## config.mk

```make
export PLATFORM = sky130hd
export DESIGN_NAME = spi_ram_burst
export DESIGN_NICKNAME = d
export VERILOG_FILES = /design/src/rtl/spi_ram_burst.sv
export SDC_FILE = /design/constraint.sdc
export NUM_CORES = 2
export LEC_CHECK = 0
export CAP_MARGIN = 20
export CELL_PAD_IN_SITES_DETAIL_PLACEMENT = 1
export CELL_PAD_IN_SITES_GLOBAL_PLACEMENT = 1
export CORE_MARGIN = 5
export CORE_UTILIZATION = 50
export CTS_BUF_LIST = sky130_fd_sc_hd__clkbuf_2
export CTS_CLUSTER_SIZE = 8
export DETAILED_ROUTE_END_ITERATION = 8
export GPL_ROUTABILITY_DRIVEN = 0
export PLACE_DENSITY_LB_ADDON = 0.1
export REMOVE_ABC_BUFFERS = 1
export SETUP_SLACK_MARGIN = 0.1
export SLEW_MARGIN = 20
export SYNTH_ARGS = -nofsm -noshare
export SYNTH_HDL_FRONTEND = slang
export SYNTH_SLANG_ARGS = --single-unit
export TNS_END_PERCENT = 1
```

## constraint.sdc

```tcl
create_clock -name clk -period 3.1 [get_ports clk]
set_input_delay 0.465 -clock clk [delete_from_list [all_inputs] [get_ports clk]]
set_output_delay 0.465 -clock clk [all_outputs]
set_load 0.02 [all_outputs]
```

## src/rtl/spi_ram_burst.sv

```systemverilog
// Burst-capable RAM endpoint behind the SPI slave: command decode, independent
// auto-incrementing read/write pointers and a READ_LAT-deep read pipeline.
// Optional per-word even parity is compiled in with `define RAM_PARITY_EN.
module spi_ram_burst #(
  parameter int DATA_W    = 8,
  parameter int ADDR_W    = 8,
  parameter int MEM_DEPTH = 256,
  parameter int READ_LAT  = 1
) (
  input  logic              clk,
  input  logic              rst,
  input  logic [DATA_W+1:0] din,
  input  logic              rx_valid,
  output logic [DATA_W-1:0] dout,
  output logic              tx_valid,
  output logic              addr_err,
  output logic              par_err
);

`ifdef RAM_PARITY_EN
  localparam int MEM_W = DATA_W + 1;
`else
  localparam int MEM_W = DATA_W;
`endif
  localparam logic [ADDR_W-1:0] LAST_ADDR = ADDR_W'(MEM_DEPTH - 1);
  localparam logic [ADDR_W:0]   DEPTH_LIM = (ADDR_W + 1)'(MEM_DEPTH);

  function automatic logic [ADDR_W-1:0] ptr_next(input logic [ADDR_W-1:0] p);
    return (p == LAST_ADDR) ? '0 : p + ADDR_W'(1);
  endfunction

  function automatic logic addr_ok(input logic [ADDR_W-1:0] a);
    return ({1'b0, a} < DEPTH_LIM);
  endfunction

  function automatic logic even_par(input logic [DATA_W-1:0] d);
    return ^d;
  endfunction

  logic [MEM_W-1:0]  r_mem [0:MEM_DEPTH-1];
  logic [ADDR_W-1:0] r_wr_ptr;
  logic [ADDR_W-1:0] r_rd_ptr;
  logic              r_addr_err;
  logic              r_s1_vld;
  logic              r_s1_perr;
  logic [DATA_W-1:0] r_s1_data;

  logic [1:0]        w_cmd;
  logic [ADDR_W-1:0] w_addr;
  logic [DATA_W-1:0] w_data;
  logic              w_ld_wr;
  logic              w_wr_en;
  logic              w_ld_rd;
  logic              w_rd_en;
  logic [MEM_W-1:0]  w_wr_word;
  logic [MEM_W-1:0]  w_rd_word;
  logic [DATA_W-1:0] w_rd_data;
  logic              w_rd_perr;

  assign w_cmd     = din[DATA_W+1:DATA_W];
  assign w_addr    = din[ADDR_W-1:0];
  assign w_data    = din[DATA_W-1:0];
  assign w_ld_wr   = rx_valid && (w_cmd == 2'b00);
  assign w_wr_en   = rx_valid && (w_cmd == 2'b01);
  assign w_ld_rd   = rx_valid && (w_cmd == 2'b10);
  assign w_rd_en   = rx_valid && (w_cmd == 2'b11);
  assign w_rd_word = r_mem[r_rd_ptr];
  assign w_rd_data = w_rd_word[DATA_W-1:0];

`ifdef RAM_PARITY_EN
  assign w_wr_word = {even_par(w_data), w_data};
  assign w_rd_perr = even_par(w_rd_data) ^ w_rd_word[DATA_W];
`else
  assign w_wr_word = w_data;
  assign w_rd_perr = 1'b0;
`endif

  // Storage array: deliberately not reset, write commits at the sampling edge.
  always_ff @(posedge clk) begin
    if (w_wr_en) begin
      r_mem[r_wr_ptr] <= w_wr_word;
    end
  end

  // Pointer management and rejected-load error pulse.
  always_ff @(posedge clk) begin
    if (rst) begin
      r_wr_ptr   <= '0;
      r_rd_ptr   <= '0;
      r_addr_err <= 1'b0;
    end else begin
      r_addr_err <= 1'b0;
      if (w_ld_wr) begin
        if (addr_ok(w_addr)) r_wr_ptr <= w_addr;
        else                 r_addr_err <= 1'b1;
      end else if (w_wr_en) begin
        r_wr_ptr <= ptr_next(r_wr_ptr);
      end
      if (w_ld_rd) begin
        if (addr_ok(w_addr)) r_rd_ptr <= w_addr;
        else                 r_addr_err <= 1'b1;
      end else if (w_rd_en) begin
        r_rd_ptr <= ptr_next(r_rd_ptr);
      end
    end
  end

  // First read stage; its data register only loads on a read so it holds otherwise.
  always_ff @(posedge clk) begin
    if (rst) begin
      r_s1_vld  <= 1'b0;
      r_s1_perr <= 1'b0;
      r_s1_data <= '0;
    end else begin
      r_s1_vld  <= w_rd_en;
      r_s1_perr <= w_rd_en & w_rd_perr;
      if (w_rd_en) begin
        r_s1_data <= w_rd_data;
      end
    end
  end

  generate
    if (READ_LAT == 1) begin : g_lat1
      assign dout     = r_s1_data;
      assign tx_valid = r_s1_vld;
      assign par_err  = r_s1_perr;
    end else begin : g_lat2
      logic              r_s2_vld;
      logic              r_s2_perr;
      logic [DATA_W-1:0] r_s2_data;

      // Second read stage feeding the SPI shifter.
      always_ff @(posedge clk) begin
        if (rst) begin
          r_s2_vld  <= 1'b0;
          r_s2_perr <= 1'b0;
          r_s2_data <= '0;
        end else begin
          r_s2_vld  <= r_s1_vld;
          r_s2_perr <= r_s1_perr;
          if (r_s1_vld) begin
            r_s2_data <= r_s1_data;
          end
        end
      end

      assign dout     = r_s2_data;
      assign tx_valid = r_s2_vld;
      assign par_err  = r_s2_perr;
    end
  endgenerate

  assign addr_err = r_addr_err;

endmodule
```

After elaboration in Yosys (flattened, before gate mapping). Memory sizes are Yosys's and may differ from the RTL's. A register that Yosys moved wholly into a read port is not among the register bits. Index checks and enable logic that the tools add are counted.

Add/sub/neg operators: 2. Equality and inequality tests: 5. Mux-type cells: 8. Reductions and logical operators: 7.

Operators by type and width (number): $mux 8 (6); $add 8x1->8 const B (2); $eq 8x8->1 const B (2); $eq 2x2->1 const B (2); $logic_and 1x1->1 (4); $reduce_bool 2->1 (2); $eq 2x1->1 const B (1); $logic_not 2->1 (1); $mux 1 (2).

Register bits after elaboration: 17. RAM bits: 2048. Bits of input ports: 13. Logic and storage cells: 26. Memories kept: 1.

Memories: r_mem (words 256, bits a word 8, rd ports 1, clocked after Yosys merged registers in 1, write ports 1, line 40) `logic [MEM_W-1:0] r_mem [0:MEM_DEPTH-1];`.

Depth between registers and ports, before layout.
Depth after elaboration: 4. Mapped depth: 12. Gate-level depth less buffers: 8.

Least setup slack after synthesis. No wires, ideal clock.

Path type: input port to flip-flop. From: input port din[9]. To: memory r_mem[112][0] in the netlist's numbering (enable). Data arrival time: 2.142 ns. Path slack: 0.588 ns. Stages on the path: 7. Path buffers: 3. Cells stage by stage: nand2b_1 > clkbuf_1 > nor2_1 > clkbuf_1 > nand3_1 > clkbuf_1 > nor2_1.

Cells in the longest elaborated chain, start to end: 4.

Ends and longest elaborated chain: from (decl) (line 12) `input logic [DATA_W+1:0] din,`; $eq 2x1->1 (line 64) `assign w_wr_en = rx_valid && (w_cmd == 2'b01);`; $logic_and 1x1->1 (line 64); $mux 1 (line 80) `if (w_wr_en) begin`; $mux 1 (implied by the code) (line 81) `r_mem[r_wr_ptr] <= w_wr_word;`; to (decl) (line 40).

Every way passes these cells.

==> qor.yml <==
powerDensity_nw_per_um2: 560.9
peakVddDrop_mv: 0.4507
final_layout_size_suffix_gt1_share_pct: 35.72
numClockSinks: 2073
min-delay-path-class: "in2reg"
crit_required_ps: 4650
avgSynthCellArea_um2: 20.09
die-area_um2: 170100
drv_cap: 0
worst_setup_path_start_kind: "flip-flop"
tightest_slew_ps: 1131
setup_ws_ps: 55.53
fill_cells: 14530
worstSetupPathType: "reg2reg"
synth_area_um2: 81000
clkPwrFrac_pct: 35.0
area_growth_pct: 15.25
core_region_area_um2: 160800
syn_inst: 4031
p_comb_share_pct: 6.2
synth_edf_count: 2048
rsz0062_at_grt: "yes"
overflow: 0
synth.mux.area_fraction_pct: 14.73
synthArstFlopShare_pct: 0
seqPwrFrac_pct: 58.8
seq_area_um2: 62050
hpwl_um: 144300
grt_pass1_wl_um: 329500
switching_share_pct: 24.74
synth_top_family_by_area: "multiplexers"
holdPathEnd: "r_mem[222][2]$_DFFE_PP_"
finalNetCount: 5040
drv_slew: 0
synth_fa_ha_area_share_pct: 0.07723
track_usage_pct: 26.75
synth-simple-area-share_pct: 2.573
seq_area_frac_synth_pct: 76.54
rows: 147
grt_max_degree: 101
reg2reg_slack_ps: 60
vias_per_cell: 5.995
leakage_nw: 30.79
yosys_most_used_dff: "edfxtp_1"
switching_power_w: 0.01296
finalSetupViolCount: 0
synth.most_common_cell: "edfxtp_1"
grt_pass1_vias: 47930
antenna_found_initial: 7
fp.dieH_um: 412.5
clockRootBuffer: "clkbuf_2"
synth_top_area_share_pct: 75.92
ys_types: 60
dp_slack_ps: -352.9
yosys-top-cells-count: "2048 x edfxtp_1, 383 x mux4_2, 324 x mux2i_1, 310 x nor2_1, 123 x clkbuf_1"
insertion_delay_ps: 1750
path_max_fanout: 26
dieWidth_um: 412.5
synth_area_leader_cell: "edfxtp_1"
fin_crit_ps: 3044
multi_input_area_um2: 17630
period_share_pct: 98.21
reg2reg_from: "r_rd_ptr[1]$_SDFFE_PP0P_"
yosys.area_share.xor_xnor_pct: 0
cts_buffer_depth: 4
ant_nets: 0
r2r_end: "dout[3]$_SDFFE_PP0P_"
fmax_mhz: 328.5
holdPathStages: 4
routed_wl_um: 225600
drt_pass1_iterations: 5
drt-wirelength-per-cell_um: 29.98
start_util_pct: 50.39
intPower_w: 0.03940
ios: 24
drtIter0Drc: 4302
vias: 45110
synth.top_cells.by_area: "edfxtp_1 76%, mux4_2 11%, mux2i_1 4.0%, nor2_1 1.4%, o221ai_1 0.65%"
synth_compound_area_share_pct: 4.110
remaining_drc_errors: 0
clkTransAtPathRegs_ps: 90
finClkSkew_ps: 150.6
crit_path_end_kind: "flip-flop"
cts_tree: "built"
cts_buffers: 548
arrival_ps: 4590
ys_warn_count: 0
numPortBuffers: 21
status: "completed"
reg2reg_depth: 8
final-hold-violation-count: 0
relSlewSlack_pct: 24.60
min_from: "din[2]"
synth-seq-cells: 2073
hold-worst-slack_ps: 381.3
ctsHtreeMaxLevel: 6
[worst max-delay path, stage by stage, from the launching register on]
cell and delay (ps):
dfxtp_4 510, buf_12 240, buf_16 210, buf_12 230, buf_4 240, mux4_2 340, a221oi_1 540, a211oi_1 220
a221o_1 340
[stage by stage]
stage | setup TNS, ps | util (%) | power (W) | area, um^2 | cells
6_report | 0 | 58.07 | 0.05236 | 93360 | 7525
3_5_place_dp | -969.3 | 54.72 | 0.03458 | 87970 | 6593
2_1_floorplan | -334250 | - | 0.03435 | 79450 | 3776
5_1_grt | 0 | 58.07 | 0.05487 | 93350 | 7523
3_3_place_gp | -1566 | 54.72 | 0.03452 | 87960 | 6593
4_1_cts | -94.75 | 58.04 | 0.05300 | 93290 | 7517
[cell usage in the layout, fill, tap and decap left out, drive strengths merged, types with 9 or more instances in the layout]
cell,count
bufinv,10
mux2i,324
dlygate4sd3,29
nand3,37
or3,10
mux4,384
clkinv,95
a211oi,41
nand2,76
a2111oi,11
nor3,12
o221ai,62
o22ai,80
a21oi,84
dfxtp,25
edfxtp,2048
o2111ai,9
nor2,310
clkbuf,760
inv,30
buf,663
o21ai,81
nor2b,16
a221oi,39
a221o,15
a22oi,19
[cell families after synthesis]
group,Yosys count
fa+ha+maj,5
buf+inv,265
simple gates,494
mux,711
flops,2073
compound gates,482
other cells,1
[per-layer routing]
layer / wire [um] / up-vias / global-route usage [%]
li1: - / 18950 / -
met4: 5404 / 2 / 8.755
met3: 16380 / 350 / 5.459
met2: 109600 / 1894 / 42.58
met5: 11 / - / 0
met1: 94200 / 23910 / 37.50
[power groups by stage]
stage	logic (W)	clock network [W]	registers [W]
4_1_cts	0.00327	0.0190	0.0308
6_report	0.00325	0.0183	0.0308
3_5_place_dp	0.00315	0	0.0314
5_1_grt	0.00343	0.0206	0.0308
2_1_floorplan	0.00260	0	0.0317
3_3_place_gp	0.00309	0	0.0314
[layout make-up]
type	count	share of cell area (%)
Sequential cell	2073	66.46
Multi-Input combinational cell	1694	18.88
Timing Repair Buffer	696	6.818
Clock buffer	760	4.074
Tap cell	2160	2.895
Clock inverter	127	0.8095
Inverter	9	0.04155
Antenna cell	6	0.01608
[how the worst max path moves through the flow]
stage,from,endpoint,cells after the start
2_1_floorplan,r_rd_ptr[0]$_SDFFE_PP0P_,dout[0]$_SDFFE_PP0P_,7
3_3_place_gp,r_rd_ptr[0]$_SDFFE_PP0P_,dout[0]$_SDFFE_PP0P_,11
3_5_place_dp,din[8],dout[4]$_SDFFE_PP0P_,10
4_1_cts,dout[6]$_SDFFE_PP0P_,dout[6],1
5_1_grt,r_rd_ptr[2]$_SDFFE_PP0P_,dout[4]$_SDFFE_PP0P_,9
6_report,r_rd_ptr[1]$_SDFFE_PP0P_,dout[3]$_SDFFE_PP0P_,8
[state kept, by name (all words and copies together) (netlist names)]
name	cells
r_mem	2048
dout	8
r_rd_ptr	8
r_wr_ptr	8
tx_valid	1
[what timing repair did]
action,in CTS,in global routing
endpoints found under the hold margin,2229,0
buffers inserted,0,2
setup endpoints to repair,17,11
resized for setup,117,5
hold buffers,37,0
Power figures use the tool's default switching activity.
